## config.mk

```make
export PLATFORM = sky130hd
export DESIGN_NAME = seg_bcd_capture
export DESIGN_NICKNAME = d
export VERILOG_FILES = /design/src/rtl/seg_bcd_capture.sv
export SDC_FILE = /design/constraint.sdc
export NUM_CORES = 1
export LEC_CHECK = 0
export ABC_AREA = 1
export BUFFER_PORTS_ARGS = -buffer_cell sky130_fd_sc_hd__buf_2
export CAP_MARGIN = 5
export CORE_MARGIN = 3
export CORE_UTILIZATION = 55
export CTS_CLUSTER_DIAMETER = 80
export CTS_CLUSTER_SIZE = 40
export DETAILED_ROUTE_END_ITERATION = 12
export HOLD_SLACK_MARGIN = 0.1
export PLACE_DENSITY = 0.76
export SLEW_MARGIN = 30
export SYNTH_ARGS = -nofsm -noshare
export SYNTH_HDL_FRONTEND = slang
export SYNTH_SLANG_ARGS = --single-unit
export TNS_END_PERCENT = 10
```

## constraint.sdc

```tcl
create_clock -name clk -period 3.2 [get_ports clk]
set_input_delay 0.8 -clock clk [delete_from_list [all_inputs] [get_ports clk]]
set_output_delay 0.8 -clock clk [all_outputs]
set_load 0.02 [all_outputs]
```

## src/rtl/seg_bcd_capture.sv

```systemverilog
// seg_bcd_capture: recovers BCD digits from a multiplexed seven-segment bus.
// Samples seg_in/dig_sel, requires STABLE_CYCLES identical samples before a
// digit is accepted, decodes the pattern to BCD and assembles a full frame
// that is offered on a valid/ready handshake.
//
// Ports:
//   clk, rst      clock, asynchronous active-high reset
//   seg_in[6:0]   segment lines, bit6=a .. bit0=g
//   dig_sel       one-hot digit strobe, bit i selects digit i
//   out_ready     consumer accepts the snapshot when high with out_valid
//   out_valid     snapshot available
//   bcd_out       snapshot digits, digit i at [4i+3:4i]
//   err_out       snapshot per-digit invalid-pattern flags
//   overflow      sticky, a completed frame was dropped
//
// Optional feature macro: SEGCAP_ACTIVE_LOW_EN inverts seg_in and dig_sel at
// the input register for a common-anode bus.
module seg_bcd_capture #(
  parameter int unsigned DIGITS        = 4,
  parameter int unsigned STABLE_CYCLES = 4
) (
  input  logic                  clk,
  input  logic                  rst,
  input  logic [6:0]            seg_in,
  input  logic [DIGITS-1:0]     dig_sel,
  input  logic                  out_ready,
  output logic                  out_valid,
  output logic [4*DIGITS-1:0]   bcd_out,
  output logic [DIGITS-1:0]     err_out,
  output logic                  overflow
);

  localparam int unsigned CNT_W = $clog2(STABLE_CYCLES + 1);
  localparam int unsigned IDX_W = $clog2(DIGITS);
  localparam logic [CNT_W-1:0] CNT_MAX = CNT_W'(STABLE_CYCLES);

  typedef enum logic {EMPTY, FULL} state_t;

  logic [6:0]          seg_q, seg_d;
  logic [DIGITS-1:0]   sel_q, sel_d;
  logic                prev_vld_q, prev_vld_d;
  logic [IDX_W-1:0]    prev_idx_q, prev_idx_d;
  logic [6:0]          prev_seg_q, prev_seg_d;
  logic [CNT_W-1:0]    cnt_q, cnt_d;
  logic [4*DIGITS-1:0] wk_bcd_q, wk_bcd_d;
  logic [DIGITS-1:0]   wk_err_q, wk_err_d;
  logic [DIGITS-1:0]   seen_q, seen_d;
  state_t              state_q, state_d;
  logic [4*DIGITS-1:0] bcd_q, bcd_d;
  logic [DIGITS-1:0]   err_q, err_d;
  logic                ovf_q, ovf_d;

  logic                cand_vld_c;
  logic [IDX_W-1:0]    idx_c;
  logic                same_c;
  logic                accept_c;
  logic                complete_c;
  logic [DIGITS-1:0]   seen_set_c;
  logic [4:0]          dec_c;

  // Pattern to {error, bcd}; unknown patterns give 4'hF with error set.
  function automatic logic [4:0] decode(input logic [6:0] p);
    case (p)
      7'b1111110: decode = 5'h00;
      7'b0110000: decode = 5'h01;
      7'b1101101: decode = 5'h02;
      7'b1111001: decode = 5'h03;
      7'b0110011: decode = 5'h04;
      7'b1011011: decode = 5'h05;
      7'b1011111: decode = 5'h06;
      7'b1110000: decode = 5'h07;
      7'b1111111: decode = 5'h08;
      7'b1111011: decode = 5'h09;
      default:    decode = 5'h1F;
    endcase
  endfunction

  // Input stage
  always_comb begin
`ifdef SEGCAP_ACTIVE_LOW_EN
    seg_d = ~seg_in;
    sel_d = ~dig_sel;
`else
    seg_d = seg_in;
    sel_d = dig_sel;
`endif
  end

  // Candidate extraction and stability counter
  always_comb begin
    cand_vld_c = (sel_q != '0) && ((sel_q & (sel_q - DIGITS'(1))) == '0);
    idx_c = '0;
    for (int unsigned i = 0; i < DIGITS; i++) begin
      if (sel_q[i]) idx_c = IDX_W'(i);
    end
    same_c = cand_vld_c && prev_vld_q && (idx_c == prev_idx_q) && (seg_q == prev_seg_q);
    prev_vld_d = cand_vld_c;
    prev_idx_d = idx_c;
    prev_seg_d = seg_q;
    if (!cand_vld_c)          cnt_d = '0;
    else if (!same_c)         cnt_d = CNT_W'(1);
    else if (cnt_q == CNT_MAX) cnt_d = cnt_q;
    else                      cnt_d = cnt_q + CNT_W'(1);
    // Fires only on the transition into the saturated count.
    accept_c = same_c && (cnt_q == CNT_MAX - CNT_W'(1));
  end

  // Working frame and completion detect
  always_comb begin
    dec_c    = decode(seg_q);
    wk_bcd_d = wk_bcd_q;
    wk_err_d = wk_err_q;
    for (int unsigned i = 0; i < DIGITS; i++) begin
      if (accept_c && (idx_c == IDX_W'(i))) begin
        wk_bcd_d[4*i +: 4] = dec_c[3:0];
        wk_err_d[i]        = dec_c[4];
      end
    end
    // sel_q is one-hot whenever accept_c is high, so it is the seen bit.
    seen_set_c = seen_q | (accept_c ? sel_q : '0);
    complete_c = accept_c && (seen_set_c == '1);
    seen_d     = complete_c ? '0 : seen_set_c;
  end

  // Output handshake FSM
  always_comb begin
    state_d = state_q;
    bcd_d   = bcd_q;
    err_d   = err_q;
    ovf_d   = ovf_q;
    case (state_q)
      EMPTY: begin
        if (complete_c) begin
          bcd_d   = wk_bcd_d;
          err_d   = wk_err_d;
          state_d = FULL;
        end
      end
      FULL: begin
        if (out_ready && complete_c) begin
          bcd_d = wk_bcd_d;
          err_d = wk_err_d;
        end else if (out_ready) begin
          state_d = EMPTY;
        end else if (complete_c) begin
          ovf_d = 1'b1;
        end
      end
      default: state_d = EMPTY;
    endcase
  end

  always_ff @(posedge clk or posedge rst) begin
    if (rst) begin
      seg_q      <= '0;
      sel_q      <= '0;
      prev_vld_q <= 1'b0;
      prev_idx_q <= '0;
      prev_seg_q <= '0;
      cnt_q      <= '0;
      wk_bcd_q   <= '0;
      wk_err_q   <= '0;
      seen_q     <= '0;
      state_q    <= EMPTY;
      bcd_q      <= '0;
      err_q      <= '0;
      ovf_q      <= 1'b0;
    end else begin
      seg_q      <= seg_d;
      sel_q      <= sel_d;
      prev_vld_q <= prev_vld_d;
      prev_idx_q <= prev_idx_d;
      prev_seg_q <= prev_seg_d;
      cnt_q      <= cnt_d;
      wk_bcd_q   <= wk_bcd_d;
      wk_err_q   <= wk_err_d;
      seen_q     <= seen_d;
      state_q    <= state_d;
      bcd_q      <= bcd_d;
      err_q      <= err_d;
      ovf_q      <= ovf_d;
    end
  end

  assign out_valid = (state_q == FULL);
  assign bcd_out   = bcd_q;
  assign err_out   = err_q;
  assign overflow  = ovf_q;

endmodule

```

==> metrics <==
Final Util a little under 70%; routability congestion estimate 0.859; sequential fraction of the synthesis area 57.1%; Slew Viols, Final 0; DRT iter0 DRCs 155; initial antenna violation count 0; post-synthesis cell type count 25; skew final 0.00677 ns; Detailed Place HPWL 4430 µm; status finished, final reports clean; Slowest cell on crit path dfrtp_1; Vias 2422; max_cap viols 0; Root Driver clkbuf_8; Core Region roughly 5200 µm²; headroom to the max-slew limit roughly 69%; Total Wirelength 6160 µm; CP endpoint kind register; Fmax achieved 367 MHz; Reg clk slew, reported paths about 0.08 ns; cts hold-fix bufs 0; EDFF count, synth 0; H-tree depth 3; Synth top area share 57.1%; worst-path cell chain nor2_2, nand3_1, nand2_4, nand2_2, nor2_4, nand4_2, nand2_2, nand2_2, nor2_4, nand3_2, nand2_1, nand2_1; CP bufs+invs 0; Core Rows 26; share of cells above drive strength 1 18.2%; first-pass GRT wire length ~11000 µm; Final setup viols 0; Critical Path Start Type register; Final #Nets 413; CTS Buf Count 9; period utilization 85.1%; Final Critical Period 2.72 ns; setup TNS 0 ns; Fin Hold WS 0.387 ns; worst-path fanout max 22; Die ar. 6510 µm²; CTS tree done; Mapped Nets 372; IO Count 36; ys async rst share 100%; Worst-Margin Slew 0.466 ns; worst hold path type in -> async; # resized after CTS 0; arrival time worst endpoint slightly below 3 ns; CTS Buffer Depth 2; Pwr Density 530 nW/µm²; VDD IR max ~0.00040 V; Crit Path Class reg -> reg; drt wl/cell 13.1 µm; Worst path most repeated cell nand2_2; Top Family by Delay on Critical Path simple AND/OR/NAND/NOR gates; total setup buffers inserted after CTS 0; Synth area leader dfrtp_1; first-pass detailed-route iteration total 4; Tot GR Track Use 22.2%; delay of the slowest cell on the worst path ~0.45 ns; Num Clock Sinks 70; Via density between 5 and 6; Post-route DRC 0; most common cell in the netlist nand2_1; Leak Pwr 0.00203 µW; Layout area overhead 16.0%; largest cells by area after synthesis dfrtp_1 57%, nand2_1 17%, nand4_1 6.1%; cells after synthesis 355; Diodes inserted 0; die height slightly above 80 µm; die width 80.7 µm; synthesized flop and latch total 70; Worst EP required roughly 3.4 ns; initial core utilization about 60%; Syn Std Cell Area 3070 µm²; GRT overflow 0; Fin. Hold Viols 0; vias in the first global route approximately 2400; largest net degree at the start of global routing 33; RSZ-0062 raised after global routing false; Syn Area/Cell 8.65 µm²; Worst-Skew Late Latency 0.35 ns; ANT nets after route 0; Port Buf Inserts 35; Yosys Warn Count 0; Synth Flop Type dfrtp_1; commonest cells in the netlist 135 x nand2_1, 70 x dfrtp_1, 37 x inv_1
[final timing paths]
| kind | start | cells after the start | slack [ns] | end |
|---|---|---|---|---|
| setup / recovery | sel_q[3] | 12 | 0.48 | bcd_out[15] |
| hold / removal | rst | 2 | 0.39 | cnt_q[1] |
| setup reg to reg | sel_q[3] | 12 | 0.48 | bcd_out[15] |
| hold reg to reg | prev_seg_d[4] | 0 | 0.43 | prev_seg_q[4] |
| max in group asynchronous | rst | 3 | 2.10 | err_out[0] |
| min in group clk | prev_seg_d[4] | 0 | 0.43 | prev_seg_q[4] |
[registers in the layout (all words and copies together) (netlist names), 2 cells and up]
name / flops
prev_seg_q: 7
prev_idx_q: 2
sel_q: 4
bcd_out: 16
prev_seg_d: 7
err_out: 4
wk_err_q: 4
wk_bcd_q: 16
seen_q: 4
cnt_q: 3
[metal layers]
metal / global-route usage, % / up-vias / share of wire, %
met2: 35.7 / 51 / 47
met5: 0 / - / 0
met3: 7.96 / 5 / 4.8
met4: 7.09 / 0 / 0.96
met1: 28.0 / 1156 / 47
li1: - / 1210 / -
[cell usage in the layout, fill, tap and decap left out, drive strengths merged, types with 3 or more instances in the layout]
| master | instances |
|---|---|
| a21oi | 3 |
| nand3 | 13 |
| dfrtp | 70 |
| nand2 | 141 |
| inv | 42 |
| buf | 39 |
| nand4 | 32 |
| nor2 | 26 |
| o21ai | 10 |
| clkbuf | 10 |
| ha | 3 |
| bufinv | 3 |
| nor3 | 3 |
[metrics by stage]
stage	power, µW	worst slack (ns)	std cells	cell area, µm²
floorplan	986	0.632	355	3070
global placement	1010	0.612	455	3310
detailed placement	1010	0.495	455	3310
CTS	1900	0.452	471	3560
global route	1960	0.0534	471	3560
finish	1890	0.476	471	3560
[report_power, final]
group,total (µW),switching (µW),internal [µW]
combinational,81.7,56.9,24.8
sequential,915,15.6,899
clock,890,345,546
total,1890,417,1470
[cell families (layout without fill, tap and decap cells)]
family	after synthesis	after routing	share of synthesized area (%)
XOR/XNOR	1	1	0.285
adder cells (fa/ha/maj)	3	3	1.22
AND/OR/NAND/NOR	216	216	31.8
buffers and inverters	49	95	6.73
flip-flops	70	70	57.1
AO/OA/AOI/OAI	16	16	2.85
[layout make-up]
cell class                 count  area (µm²)
timing repair buffer          39         205
fill                         437        1680
sequential                    70        1750
clock inverter                 6         116
clock buffer                  10         138
multi-input combinational    236        1110
inverter                      40         150
tap                           70        87.6
Power figures use the tool's default switching activity.
